**config.mk**
```make
export PLATFORM = sky130hd
export DESIGN_NAME = flash_arbiter
export DESIGN_NICKNAME = d
export VERILOG_FILES = /design/src/rtl/ics32_flash_pkg.sv /design/src/rtl/flash_spi_shifter.sv /design/src/rtl/flash_arbiter.sv
export SDC_FILE = /design/constraint.sdc
export NUM_CORES = 1
export LEC_CHECK = 0
export ABC_CLOCK_PERIOD_IN_PS = 3200
export CAP_MARGIN = 20
export CORE_ASPECT_RATIO = 0.9
export CORE_MARGIN = 2
export CORE_UTILIZATION = 50
export DETAILED_ROUTE_END_ITERATION = 16
export PLACE_DENSITY = 0.8
export SKIP_CTS_REPAIR_TIMING = 1
export SKIP_LAST_GASP = 1
export SYNTH_ARGS = -nofsm -noshare
export SYNTH_HDL_FRONTEND = slang
export SYNTH_SLANG_ARGS = --single-unit
```
**constraint.sdc**
```tcl
create_clock -name clk -period 3.2 [get_ports clk]
set_clock_uncertainty 0.05 [all_clocks]
set_input_delay 0.32 -clock clk [delete_from_list [all_inputs] [get_ports clk]]
set_output_delay 0.32 -clock clk [all_outputs]
set_load 0.02 [all_outputs]
```
**src/rtl/ics32_flash_pkg.sv**
```systemverilog
`default_nettype none
// ============================================================================
// Module      : ics32_flash_pkg
// Description : Shared types and constants for the SPI flash read path:
//               controller state encoding, address/data/transaction widths,
//               default read opcode and a byte-swap helper.
// Revision    : 1.0 - initial release
// ============================================================================
package ics32_flash_pkg;

  localparam int         FLASH_ADDR_W   = 24;
  localparam int         FLASH_DATA_W   = 32;
  localparam int         TXN_BITS       = 64;
  localparam logic [7:0] FLASH_READ_CMD = 8'h03;

  typedef enum logic [1:0] {
    ST_IDLE  = 2'd0,
    ST_SHIFT = 2'd1,
    ST_DONE  = 2'd2
  } flash_state_e;

  // The flash streams bytes in address order, first byte ending up in the
  // top of the shift register; requesters want the lowest address in [7:0].
  function automatic logic [FLASH_DATA_W-1:0] flash_bswap32(
    input logic [FLASH_DATA_W-1:0] w
  );
    return {w[7:0], w[15:8], w[23:16], w[31:24]};
  endfunction

endpackage
`default_nettype wire

```
**src/rtl/flash_spi_shifter.sv**
```systemverilog
`default_nettype none
// ============================================================================
// Module      : flash_spi_shifter
// Description : SPI mode-0 bit engine for one 64-bit flash read: opcode,
//               24-bit address, then 32 dummy bits while shifting in data.
//               sck half period is one clk; csn is low for 128 cycles.
// Ports       : clk, reset      - clock, synchronous active-high reset
//               start, addr     - begin a transaction with this address
//               done            - high in the last sck-high cycle
//               rx_word         - last 32 bits received, MSB first-in
//               flash_sck/csn/mosi, flash_miso - SPI pins
// Revision    : 1.0 - initial release
// ============================================================================
module flash_spi_shifter
  import ics32_flash_pkg::*;
#(
  parameter logic [7:0] READ_CMD = FLASH_READ_CMD
) (
  input  logic                    clk,
  input  logic                    reset,
  input  logic                    start,
  input  logic [FLASH_ADDR_W-1:0] addr,
  output logic                    done,
  output logic [FLASH_DATA_W-1:0] rx_word,
  output logic                    flash_sck,
  output logic                    flash_csn,
  output logic                    flash_mosi,
  input  logic                    flash_miso
);

  logic [5:0]              bit_cnt;
  logic [31:0]             tx_q;
  logic [FLASH_DATA_W-1:0] rx_q;
  logic                    last_bit;

  // csn low doubles as the "active" flag and sck as the half-period phase.
  assign last_bit = !flash_csn && flash_sck && (bit_cnt == 6'(TXN_BITS - 1));
  assign done     = last_bit;
  assign rx_word  = rx_q;

  always_ff @(posedge clk) begin
    if (reset) begin
      flash_csn  <= 1'b1;
      flash_sck  <= 1'b0;
      flash_mosi <= 1'b0;
      bit_cnt    <= 6'd0;
      tx_q       <= 32'd0;
      rx_q       <= '0;
    end else if (start && flash_csn) begin
      // Bit 0 goes out immediately; tx_q holds the remaining 31 header bits
      // and zero-fills behind them, which yields the dummy bits for free.
      flash_csn  <= 1'b0;
      flash_sck  <= 1'b0;
      flash_mosi <= READ_CMD[7];
      tx_q       <= {READ_CMD[6:0], addr, 1'b0};
      bit_cnt    <= 6'd0;
    end else if (!flash_csn) begin
      if (!flash_sck) begin
        flash_sck <= 1'b1;
      end else begin
        rx_q      <= {rx_q[FLASH_DATA_W-2:0], flash_miso};
        flash_sck <= 1'b0;
        if (last_bit) begin
          flash_csn  <= 1'b1;
          flash_mosi <= 1'b0;
        end else begin
          bit_cnt    <= bit_cnt + 6'd1;
          flash_mosi <= tx_q[31];
          tx_q       <= {tx_q[30:0], 1'b0};
        end
      end
    end
  end

endmodule
`default_nettype wire

```
**src/rtl/flash_arbiter.sv**
```systemverilog
`default_nettype none
// ============================================================================
// Module      : flash_arbiter
// Description : Arbitrates CPU and DMA read requests onto one SPI flash.
//               Alternating priority on contention (CPU first after reset),
//               one 64-bit SPI read per request, per-requester response regs.
// Ports       : clk, reset                      - clock, sync active-high reset
//               cpu_req_valid/addr/ready         - CPU request handshake
//               cpu_rsp_valid/data               - CPU response
//               dma_req_* / dma_rsp_*            - same for DMA requester
//               flash_sck/csn/mosi, flash_miso   - SPI flash pins
//               busy                             - high outside IDLE
// Revision    : 1.0 - initial release
// ============================================================================
module flash_arbiter
  import ics32_flash_pkg::*;
#(
  parameter logic [7:0] READ_CMD = FLASH_READ_CMD
) (
  input  logic                    clk,
  input  logic                    reset,
  input  logic                    cpu_req_valid,
  input  logic [FLASH_ADDR_W-1:0] cpu_req_addr,
  output logic                    cpu_req_ready,
  output logic                    cpu_rsp_valid,
  output logic [FLASH_DATA_W-1:0] cpu_rsp_data,
  input  logic                    dma_req_valid,
  input  logic [FLASH_ADDR_W-1:0] dma_req_addr,
  output logic                    dma_req_ready,
  output logic                    dma_rsp_valid,
  output logic [FLASH_DATA_W-1:0] dma_rsp_data,
  output logic                    flash_sck,
  output logic                    flash_csn,
  output logic                    flash_mosi,
  input  logic                    flash_miso,
  output logic                    busy
);

  flash_state_e            state, state_next;
  logic                    last_dma;   // previous grant went to DMA
  logic                    cur_dma;    // owner of the transaction in flight
  logic                    pick_dma;
  logic                    accept;
  logic                    shift_done;
  logic [FLASH_ADDR_W-1:0] start_addr;
  logic [FLASH_DATA_W-1:0] rx_word;
  logic [FLASH_DATA_W-1:0] rsp_word;
  logic [FLASH_DATA_W-1:0] cpu_rsp_q;
  logic [FLASH_DATA_W-1:0] dma_rsp_q;

  // DMA wins only when it is the sole requester or CPU had the last turn.
  assign pick_dma      = dma_req_valid && (!cpu_req_valid || !last_dma);
  assign cpu_req_ready = (state == ST_IDLE) && !reset && cpu_req_valid && !pick_dma;
  assign dma_req_ready = (state == ST_IDLE) && !reset && pick_dma;
  assign accept        = cpu_req_ready || dma_req_ready;
  assign start_addr    = pick_dma ? dma_req_addr : cpu_req_addr;

  assign rsp_word      = flash_bswap32(rx_word);
  assign cpu_rsp_valid = (state == ST_DONE) && !cur_dma;
  assign dma_rsp_valid = (state == ST_DONE) && cur_dma;
  // The held registers are only updated at the end of DONE, so the live
  // word is muxed through during the pulse itself.
  assign cpu_rsp_data  = cpu_rsp_valid ? rsp_word : cpu_rsp_q;
  assign dma_rsp_data  = dma_rsp_valid ? rsp_word : dma_rsp_q;
  assign busy          = (state != ST_IDLE);

  always_comb begin
    state_next = state;
    case (state)
      ST_IDLE:  if (accept)     state_next = ST_SHIFT;
      ST_SHIFT: if (shift_done) state_next = ST_DONE;
      ST_DONE:                  state_next = ST_IDLE;
      default:                  state_next = ST_IDLE;
    endcase
  end

  always_ff @(posedge clk) begin
    if (reset) begin
      state     <= ST_IDLE;
      last_dma  <= 1'b1;
      cur_dma   <= 1'b0;
      cpu_rsp_q <= '0;
      dma_rsp_q <= '0;
    end else begin
      state <= state_next;
      if (accept) begin
        last_dma <= pick_dma;
        cur_dma  <= pick_dma;
      end
      if (state == ST_DONE) begin
        if (cur_dma) dma_rsp_q <= rsp_word;
        else         cpu_rsp_q <= rsp_word;
      end
    end
  end

  flash_spi_shifter #(
    .READ_CMD (READ_CMD)
  ) u_shifter (
    .clk        (clk),
    .reset      (reset),
    .start      (accept),
    .addr       (start_addr),
    .done       (shift_done),
    .rx_word    (rx_word),
    .flash_sck  (flash_sck),
    .flash_csn  (flash_csn),
    .flash_mosi (flash_mosi),
    .flash_miso (flash_miso)
  );

endmodule
`default_nettype wire

```
Yosys cells after proc, flatten, opt, wreduce, memory -nomap -nowiden:

Cells that the tools add are included.

* register bits: 140
* input port bits: 53
* output and inout bits: 72
* word-level logic and storage cells: 69

* add/subtract/negate cells: 1
* eq/ne operators: 7
* muxes and demuxes: 16
* bitwise operators: 4
* reductions and logical operators: 29

Operators with widths (number)
* $mux W27: 4
* $mux W32: 2
* $mux W24: 1
* $logic_and A1 B1 Y1: 10
* $reduce_and A3 Y1: 3
* $reduce_and A2 Y1: 4
* $add A6 B1 Y6 const B: 1
* $eq A6 B6 Y1 const B: 1
* $logic_not A1 Y1: 6
* $mux W1: 6
* $mux W2: 2
* $ne A2 B1 Y1 const B: 2
* $ne A2 B2 Y1 const B: 2
* $not A1 Y1: 4
* $pmux W2 S2: 1
* $reduce_bool A2 Y1: 2
* $eq A2 B1 Y1 const B: 1
* $eq A2 B2 Y1 const B: 1
* $logic_not A2 Y1: 1
* $logic_or A1 B1 Y1: 2
* $reduce_or A2 Y1: 1

Depth between registers and ports, before layout:

Gate-level depths: netlist of run 1.

* depth in word-level cells: 9
* gate-level depth with buffers: 6
* depth with buffers taken out: 5

Modules after synthesis:

From an unflattened synthesis of run 1, not the netlist that was laid out.

* cell total of the unflattened synthesis: 690
* area, all modules: 6816.5 sq um

Modules (own cells, without submodules)
* flash_arbiter: instances 1, cells each 364, area each 4005.1 sq um, seq. area each 1361.3 sq um
* flash_spi_shifter: instances 1, cells each 326, area each 2811.4 sq um, seq. area each 1441.4 sq um

Least setup slack after synthesis of run 1:

Ideal clock, no wire load.

* path kind: input to output
* start: in reset
* end: out dma_req_ready
* data arrival time: 1405 ps
* data required time: 2830 ps
* setup slack: 1425 ps
* stages on the path: 4
* path buffers: 3
* cell sequence: clkbuf_1 clkbuf_1 clkbuf_1 nor3_1

* word-level cells in the longest chain between the ends: 3

Ends and longest elaborated chain
* start, declared: line flash_arbiter.sv:21 `input logic reset,`
* $logic_not A1 Y1: line flash_arbiter.sv:54 `assign dma_req_ready = (state == ST_IDLE) && !reset && pick_dma;`
* $logic_and A1 B1 Y1 (2 in series): line flash_arbiter.sv:54
* end, declared: line flash_arbiter.sv:29 `output logic dma_req_ready,`

No other way between the ends.

Worst setup path in the final report of run 1:

* start: reg state[0]
* end: out dma_rsp_data[17]

* word-level cells in the longest chain between the ends: 3

Ends and longest elaborated chain
* start, declared: line flash_arbiter.sv:39 `flash_state_e state, state_next;`
* start signal, assigned: line flash_arbiter.sv:85 `state <= state_next;`
* $eq A2 B2 Y1: line flash_arbiter.sv:60 `assign dma_rsp_valid = (state == ST_DONE) && cur_dma;`
* $logic_and A1 B1 Y1: line flash_arbiter.sv:60
* $mux W32: line flash_arbiter.sv:64 `assign dma_rsp_data = dma_rsp_valid ? rsp_word : dma_rsp_q;`
* end, declared: line flash_arbiter.sv:31 `output logic [FLASH_DATA_W-1:0] dma_rsp_data,`

No other way between the ends.

==> metrics.md, run 1 <==
| Metric | Value |
|---|---|
| Status | finished, final reports clean |
| Minimum clock period | 2.84 ns |
| Number of top-level pins | about 130 |
| WP data required | around 2.8 ns |
| Cell Area, Synth | ~5500 um2 |
| Diode count | 0 |
| Setup tns final | 0 ns |
| Area grow syn2layout | 34.7% |
| Placed insts | a little over 800 |
| CP Cell Sequence | nand3b_1 > buf_12 > mux2_2 > clkdlybuf4s50_1 |
| Sequential fraction of the synthesis area | about half |
| DIE AREA | 11900 um2 |
| Setup Viol. Count Final | 0 |
| Routed vias/inst | 5.34 |
| CP Max Fanout | 27 |
| Row Count | 36 |
| PD cells | about 540 nW/um2 |
| Setup slack after layout | between 0.3 and 0.4 ns |
| Synth cell types | between 40 and 50 |
| GRT Residual Overflow | 0 |
| CP arrival | 2.47 ns |
| Post-Syn Instances | roughly 580 |
| DR WL/cell | roughly 15 um |
| Starting Density | 51.2% |
| WL final | between 10 and 15 mm |
| H-tree depth | 4 |
| Yosys warns | 0 |
| Max cap viols | 0 |
| Clk buf depth | 2 |
| Initial antenna violation count | 0 |
| Core area | between 10000 and 15000 um2 |
| Leading cell type in the layout, fill and taps excluded | dfxtp_1 |
| Root Driver | clkbuf_16 |
| Slew Limit Fails | 0 |
| Async SR Flop Fraction | 0% |
| Worst path slowest cell | clkdlybuf4s50_1 |
| Worst setup SP type | register |
| Relative slew slack | 63.6% |
| EDFF count, synth | 0 |
| Drt first-iter violations | between 200 and 300 |
| DR pass1 iterations | 4 |
| Type of the worst min-delay path | in -> reg |
| GR Util All Layers | a little under a quarter |
| Clock Sinks | 140 |
| Vias in the first global route | 4425 |
| Via count | 4493 |
| Layout cells sized above 1 | 15.4% |
| Worst-Skew Late Latency | 0.42 ns |
| Fin. Hold Viols | 0 |
| P_leak | roughly 2.9 nW |
| Final worst-path cycle share | 88.7% |
| NumNets Final | 750 |
| Mapped Nets | approximately 640 |
| Placement Setup Slack | ~0.71 ns |
| Hold slack | 0.223 ns |
| First-pass GRT wire length | between 20 and 25 mm |
| TritonCTS clock tree | yes |
| Final ANT Viol Nets | 0 |
| RSZ-0062 raised after global routing | no |
| Worst Tran Pin Value | between 0.5 and 0.6 ns |
| #FFs+latches synth | between 100 and 150 |
| Fmax | approximately 0.35 GHz |
| Tot Pwr | around 0.0040 W |
| Worst path max stage delay | between 0.5 and 0.6 ns |
| Die H | roughly 100 um |
| Fillers | 820 |
| Routability congestion estimate | 0.796 |
| Largest net degree at the start of global routing | 56 |
| Port-buffer cells | 124 |
| Dpl hpwl | between 8 and 9 mm |
| Top FF cell, synth | dfxtp_1 |
| Residual DRC | 0 |
| Worst-path clk slew | ~0.060 ns |
| Mean Syn Cell Area | around 9.5 um2 |
| Commonest non-fill, non-tap cells in the layout | 140 x dfxtp_1, 132 x nand2_1, 123 x clkdlybuf4s50_1 |
| CP Capture Type | primary output |
| Crit Path Class | reg -> out |
| Non-filler cells, final | 841 |
| Die span in x | 115 um |
| CTS buffer count | 17 |
| Worst IR Drop VDD | approximately 0.37 mV |
## logic make-up (layout without fill, tap and decap cells)
kind of cell,after synthesis,after routing,share of synthesized area (%)
compound gates,102,102,12.3
xor+xnor,3,3,0.475
fa+ha+maj,1,1,0.226
buf+inv,43,169,3.69
flops,140,140,50.7
mux,64,64,13.0
simple gates,229,229,19.7
## flip-flops by register name (all words and copies together) (netlist names)
register and count:
u_shifter.tx_q 31, cpu_rsp_q 32, u_shifter.flash_sck 1, dma_rsp_q 32, cur_dma 1, u_shifter.flash_mosi 1, u_shifter.flash_csn 1, u_shifter.rx_word 32
u_shifter.bit_cnt 6, state 2, last_dma 1
## metrics by stage
stage / area [um2] / utilization (%)
final: 7450 / 69.0
after global routing: 7450 / 69.0
after CTS: 7450 / 69.0
after detailed placement: 6850 / 63.3
after global placement: 6850 / 63.3
after floorplan: 5530 / -
## report_power, final
part / internal, W / switching (W)
clock network: 0.00134 / 0.000693
registers: 0.00177 / 0.0000243
logic: 0.000107 / 0.000111
## routing by layer
metal	up-vias	share of wire (%)	global-route usage, %
met4	0	1.8	8.09
met1	2150	42	28.3
met2	126	51	37.8
met5	-	0	0
li1	2200	-	-
met3	17	5.4	5.56
## synth_stat cells, types with 2 or more instances
cell / n / area share (%)
a31oi_1: 2 / 0.23
buf_2: 4 / 0.36
nor3_1: 4 / 0.36
inv_1: 4 / 0.27
clkbuf_1: 26 / 1.8
buf_6: 3 / 0.61
and3_1: 3 / 0.34
buf_4: 4 / 0.54
a221o_1: 24 / 4.3
buf_1: 2 / 0.14
mux2_2: 64 / 13
nand3_1: 5 / 0.45
nor2_1: 9 / 0.61
a21oi_1: 64 / 5.8
dfxtp_1: 140 / 51
xor2_1: 2 / 0.32
nand2_1: 132 / 9.0
nor2b_1: 67 / 7.6
## path summary, 6_finish.rpt
| check | startpoint | endpoint | slack [ns] | cells past startpoint |
|---|---|---|---|---|
| hold / removal | reset | cpu_rsp_q[5] | 0.22 | 2 |
| setup reg to reg | u_shifter.bit_cnt[0] | u_shifter.tx_q[12] | 1.23 | 7 |
| setup / recovery | state[0] | dma_rsp_data[17] | 0.36 | 4 |
| hold reg to reg | u_shifter.tx_q[30] | u_shifter.tx_q[31] | 0.40 | 2 |
## worst max-delay path, delay by kind of cell, from the launching register on
kind / cells / cell delay (ns)
buf+inv: 2 / 0.82
flops: 1 / 0.46
mux: 1 / 0.37
simple gates: 1 / 0.39
## final cells by class
cell class                 count  area [um2]  area share, %
clock buffer                  24         472           6.33
clock inverter                 7         138           1.85
inverter                       4        15.0          0.201
multi-input combinational    399        2530           34.0
sequential                   140        2800           37.6
tap                          133         166           2.23
timing repair buffer         134        1330           17.8
No activity file was read; power rests on OpenSTA's default activity.
==> run 2: changes to the inputs <==
- CTS_BUF_LIST: unset -> sky130_fd_sc_hd__clkbuf_8
==> run 2 against run 1 <==
Critical endpoint unchanged. Cell area fell by 2.6%. Fmax fell by 0.39%. Power fell by 13%. Sequential power barely moved. First-iteration DRC count fell by 11%. Clock-buffer cell count fell by 5. Global-route usage fell by 1.1 points.
==> metrics.md, run 2 (synthesis gave the netlist of run 1 again) <==
| Metric | Value |
|---|---|
| Status | finished, final reports clean |
| Die span in x | between 100 and 150 um |
| Final worst-path cycle share | 89.1% |
| DR pass1 iterations | 4 |
| Initial antenna violation count | 0 |
| DIE AREA | about 12000 um2 |
| Area after DPL | slightly below 7000 um2 |
| Fin area | 7260 um2 |
| Setup tns final | 0 ns |
| TritonCTS clock tree | yes |
| P_leak | about 2.8 nW |
| First-pass GRT wire length | 20.6 mm |
| CP Max Fanout | 27 |
| Crit Path Class | reg -> out |
| Placement Setup Slack | slightly above 0.7 ns |
| Setup Viol. Count Final | 0 |
| Max cap viols | 0 |
| Fmax | 0.351 GHz |
| CP arrival | between 2 and 2.5 ns |
| Min-delay src | reset |
| Multi-input gate area | between 2000 and 3000 um2 |
| Vias in the first global route | around 4400 |
| Worst-path clk slew | 0.07 ns |
| Row Count | 36 |
| Clk buf depth | 2 |
| NumNets Final | 750 |
| Relative slew slack | between 60% and 70% |
| Worst IR Drop VDD | about 0.31 mV |
| WP data required | approximately 2.8 ns |
| Type of the worst min-delay path | in -> reg |
| Area grow syn2layout | 31.3% |
| WL final | ~12 mm |
| Drt first-iter violations | around 230 |
| Residual DRC | 0 |
| Leading cell type in the layout, fill and taps excluded | dfxtp_1 |
| Fin. Hold Viols | 0 |
| Worst setup SP type | register |
| Via count | 4419 |
| GRT Residual Overflow | 0 |
| Routability congestion estimate | 0.796 |
| Worst Tran Pin Value | between 0.5 and 0.6 ns |
| Commonest non-fill, non-tap cells in the layout | 140 x dfxtp_1, 132 x nand2_1, 123 x clkdlybuf4s50_1 |
| Number of top-level pins | 125 |
| Worst r2r src | u_shifter.bit_cnt[0] |
| Slew Limit Fails | 0 |
| Critical Path Start | state[0] |
| CP Capture Type | primary output |
| Layout cells sized above 1 | between 10% and 20% |
| Port-buffer cells | approximately 120 |
| Starting Density | between 50% and 60% |
| Die H | between 100 and 150 um |
| Dpl hpwl | around 8.3 mm |
| H-tree depth | 4 |
| Minimum clock period | approximately 2.9 ns |
| Routed vias/inst | ~5.3 |
| RSZ-0062 raised after global routing | no |
| Root Driver | clkbuf_8 |
| Setup slack after layout | 0.349 ns |
| DR WL/cell | around 15 um |
| Largest net degree at the start of global routing | between 50 and 60 |
| PD cells | ~480 nW/um2 |
| Worst-Skew Late Latency | between 0.4 and 0.5 ns |
| FF/Latch Area | 2800 um2 |
| GR Util All Layers | a little over a fifth |
| CTS buffer count | 17 |
| Final ANT Viol Nets | 0 |
| Fillers | 860 |
| Core area | 10800 um2 |
| Clock Sinks | 140 |
| Diode count | 0 |
-- run 2: cell count changes in the layout (fill, tap and decap cells not counted) --
cell | before | now
clkbuf_16 | 17 | 0
clkbuf_8 | 2 | 19
clkbuf_1 | 5 | 0
inv_1 | 4 | 9
-- run 2: power breakdown --
group,internal [W],total (W),switching (W)
clock network,0.000870,0.00150,0.000627
logic,0.000107,0.000216,0.000109
registers,0.00177,0.00180,0.0000238
-- run 2: metal layers --
metal | up-vias | global-route usage (%) | wire length (um)
li1 | 2202 | - | -
met1 | 2083 | 27.4 | 5370
met2 | 114 | 35.0 | 6060
met3 | 20 | 4.86 | 657
met4 | 0 | 9.04 | 233
met5 | - | 0 | 0
-- run 2: worst paths after layout --
path / end / depth (start not counted) / slack (ns)
min: dma_rsp_q[6] / 2 / 0.20
max: dma_rsp_data[17] / 4 / 0.35
min reg2reg: u_shifter.tx_q[31] / 2 / 0.40
max reg2reg: u_shifter.tx_q[12] / 7 / 1.24
-- run 2: through the flow --
stage | utilization, % | instances | hold slack [ns] | total power [W]
floorplan | - | 582 | 0.382 | 0.00195
global placement | 63.3 | 810 | 0.388 | 0.00204
detailed placement | 63.3 | 810 | 0.393 | 0.00205
CTS | 67.2 | 841 | 0.182 | 0.00353
global route | 67.2 | 841 | 0.202 | 0.00363
finish | 67.2 | 841 | 0.201 | 0.00351
-- run 2: area by class of cell --
cell class	count	share of cell area [%]
multi-input combinational	399	34.9
clock buffer	19	3.60
inverter	4	0.207
timing repair buffer	134	18.3
tap	133	2.29
clock inverter	12	2.15
sequential	140	38.6
-- run 2: worst max-delay path, stage by stage (launching register included) --
cell	delay (ns)
dfxtp_1	0.46
nand3b_1	0.38
buf_12	0.26
mux2_2	0.37
clkdlybuf4s50_1	0.57
==> run 3: changes to the inputs <==
- CELL_PAD_IN_SITES_DETAIL_PLACEMENT: unset -> 1
- CELL_PAD_IN_SITES_GLOBAL_PLACEMENT: unset -> 2
- CORE_UTILIZATION: 50 -> 34
- PLACE_DENSITY: 0.8 -> unset
- PLACE_DENSITY_LB_ADDON: unset -> 0.1
==> run 3 against run 2 <==
Setup slack lost 0.066 ns. Clock-buffer cell count is the same. Critical path depth is the same. Sequential power is essentially flat. Critical path type unchanged. Critical endpoint is now cpu_rsp_data[17].
==> metrics.md, run 3 (synthesis gave the netlist of run 1 again) <==
| Metric | Value |
|---|---|
| Via count | 4419 |
| Vias in the first global route | slightly below 5000 |
| Core area | roughly 16000 um2 |
| Largest net degree at the start of global routing | 100 |
| First-pass GRT wire length | around 24 mm |
| Fillers | 1807 |
| GR Util All Layers | 16.6% |
| Final ANT Viol Nets | 0 |
| CTS buffer count | 17 |
| Fin area | 7270 um2 |
| Area after DPL | about 6900 um2 |
| Starting Density | about a third |
| Fin. Hold Viols | 0 |
| Setup tns final | 0 ns |
| Clk buf depth | 2 |
| Tot Pwr | roughly 0.0033 W |
| Worst path slowest cell | clkdlybuf4s50_1 |
| Crit Path Class | reg -> out |
| DR pass1 iterations | 7 |
| Root Driver | clkbuf_8 |
| Drt first-iter violations | about 230 |
| CP Cell Sequence | nor3b_4 > buf_4 > mux2_2 > clkdlybuf4s50_1 |
| Initial antenna violation count | 0 |
| Routed vias/inst | 4.83 |
| Worst-Skew Late Latency | 0.44 ns |
| Number of top-level pins | 125 |
| Diode count | 0 |
| Residual DRC | 0 |
| P_leak | ~2.7 nW |
| Setup Viol. Count Final | 0 |
| Fmax | 0.343 GHz |
| WL final | between 10 and 15 mm |
| H-tree depth | 4 |
| Dpl hpwl | about 9.2 mm |
| CP arrival | between 2 and 3 ns |
| Relative slew slack | a little under a third |
| Hold slack | 0.0916 ns |
| DIE AREA | ~17000 um2 |
| CP Max Fanout | 33 |
| PD cells | roughly 450 nW/um2 |
| Status | finished, final reports clean |
| Row Count | between 40 and 50 |
| Worst setup SP type | register |
| Port-buffer cells | 124 |
| Final worst-path cycle share | between 90% and 100% |
| DR WL/cell | between 15 and 20 um |
| Type of the worst min-delay path | in -> reg |
| NumNets Final | 748 |
| Area grow syn2layout | 31.4% |
| CP Capture Type | primary output |
| Die H | around 130 um |
| Commonest non-fill, non-tap cells in the layout | 140 x dfxtp_1, 132 x nand2_1, 123 x clkdlybuf4s50_1 |
| Layout cells sized above 1 | 15.6% |
| Leading cell type in the layout, fill and taps excluded | dfxtp_1 |
| WP data required | 2.83 ns |
| Max cap viols | 0 |
| Final Util | ~45% |
| Minimum clock period | approximately 2.9 ns |
| Clock Sinks | 140 |
| Routability congestion estimate | between 0.7 and 0.8 |
| Die span in x | around 140 um |
| Worst-path clk slew | 0.08 ns |
| TritonCTS clock tree | yes |
| Worst IR Drop VDD | 0.241 mV |
| Worst Tran Pin Value | 1.04 ns |
| Worst path max stage delay | 0.55 ns |
| Slew Limit Fails | 0 |
| RSZ-0062 raised after global routing | no |
| GRT Residual Overflow | 0 |
run 3: changes by cell type in the layout (fill, tap and decap cells not counted), sizes merged:
cell | previous run | this run
bufinv | 4 | 1
clkinv | 2 | 6
buf | 11 | 9
run 3: worst max-delay path: cells and delay by family, from the launching register on:
kind,cells,cell delay (ns)
and+or+nand+nor,1,0.22
buffers and inverters,2,1.01
DFF,1,0.42
muxes,1,0.43
run 3: stage by stage:
stage	setup WS [ns]	std cells
global placement	0.661	882
CTS	0.227	914
detailed placement	0.615	882
global route	0.144	914
finish	0.283	914
floorplan	1.43	582
run 3: report_power, final:
group / leakage (nW) / switching (W) / internal (W)
clock network: 0.201 / 0.000625 / 0.000631
logic: 1.42 / 0.000114 / 0.000107
registers: 1.13 / 0.0000245 / 0.00177
run 3: area by class of cell:
type                       instances  area [um2]  share of cell area (%)
tap                              207         259                    3.56
sequential                       140        2800                    38.6
clock buffer                      19         262                    3.60
multi-input combinational        399        2550                    35.0
inverter                           4        15.0                   0.207
timing repair buffer             132        1300                    17.9
clock inverter                    13        86.3                    1.19
run 3: path summary, 6_finish.rpt:
path | start | cells past startpoint | slack, ns | end
worst max register to register | state[0] | 4 | 1.16 | u_shifter.tx_q[24]
worst min-delay path | reset | 2 | 0.09 | cur_dma
worst min register to register | u_shifter.tx_q[28] | 2 | 0.40 | u_shifter.tx_q[29]
worst max-delay path | state[1] | 4 | 0.28 | cpu_rsp_data[17]
run 3: routing by layer:
metal / track usage, % / routed length, um
met1: 20.9 / 6740
met3: 3.94 / 504
met5: 0 / 0
met2: 28.0 / 6600
met4: 5.40 / 138
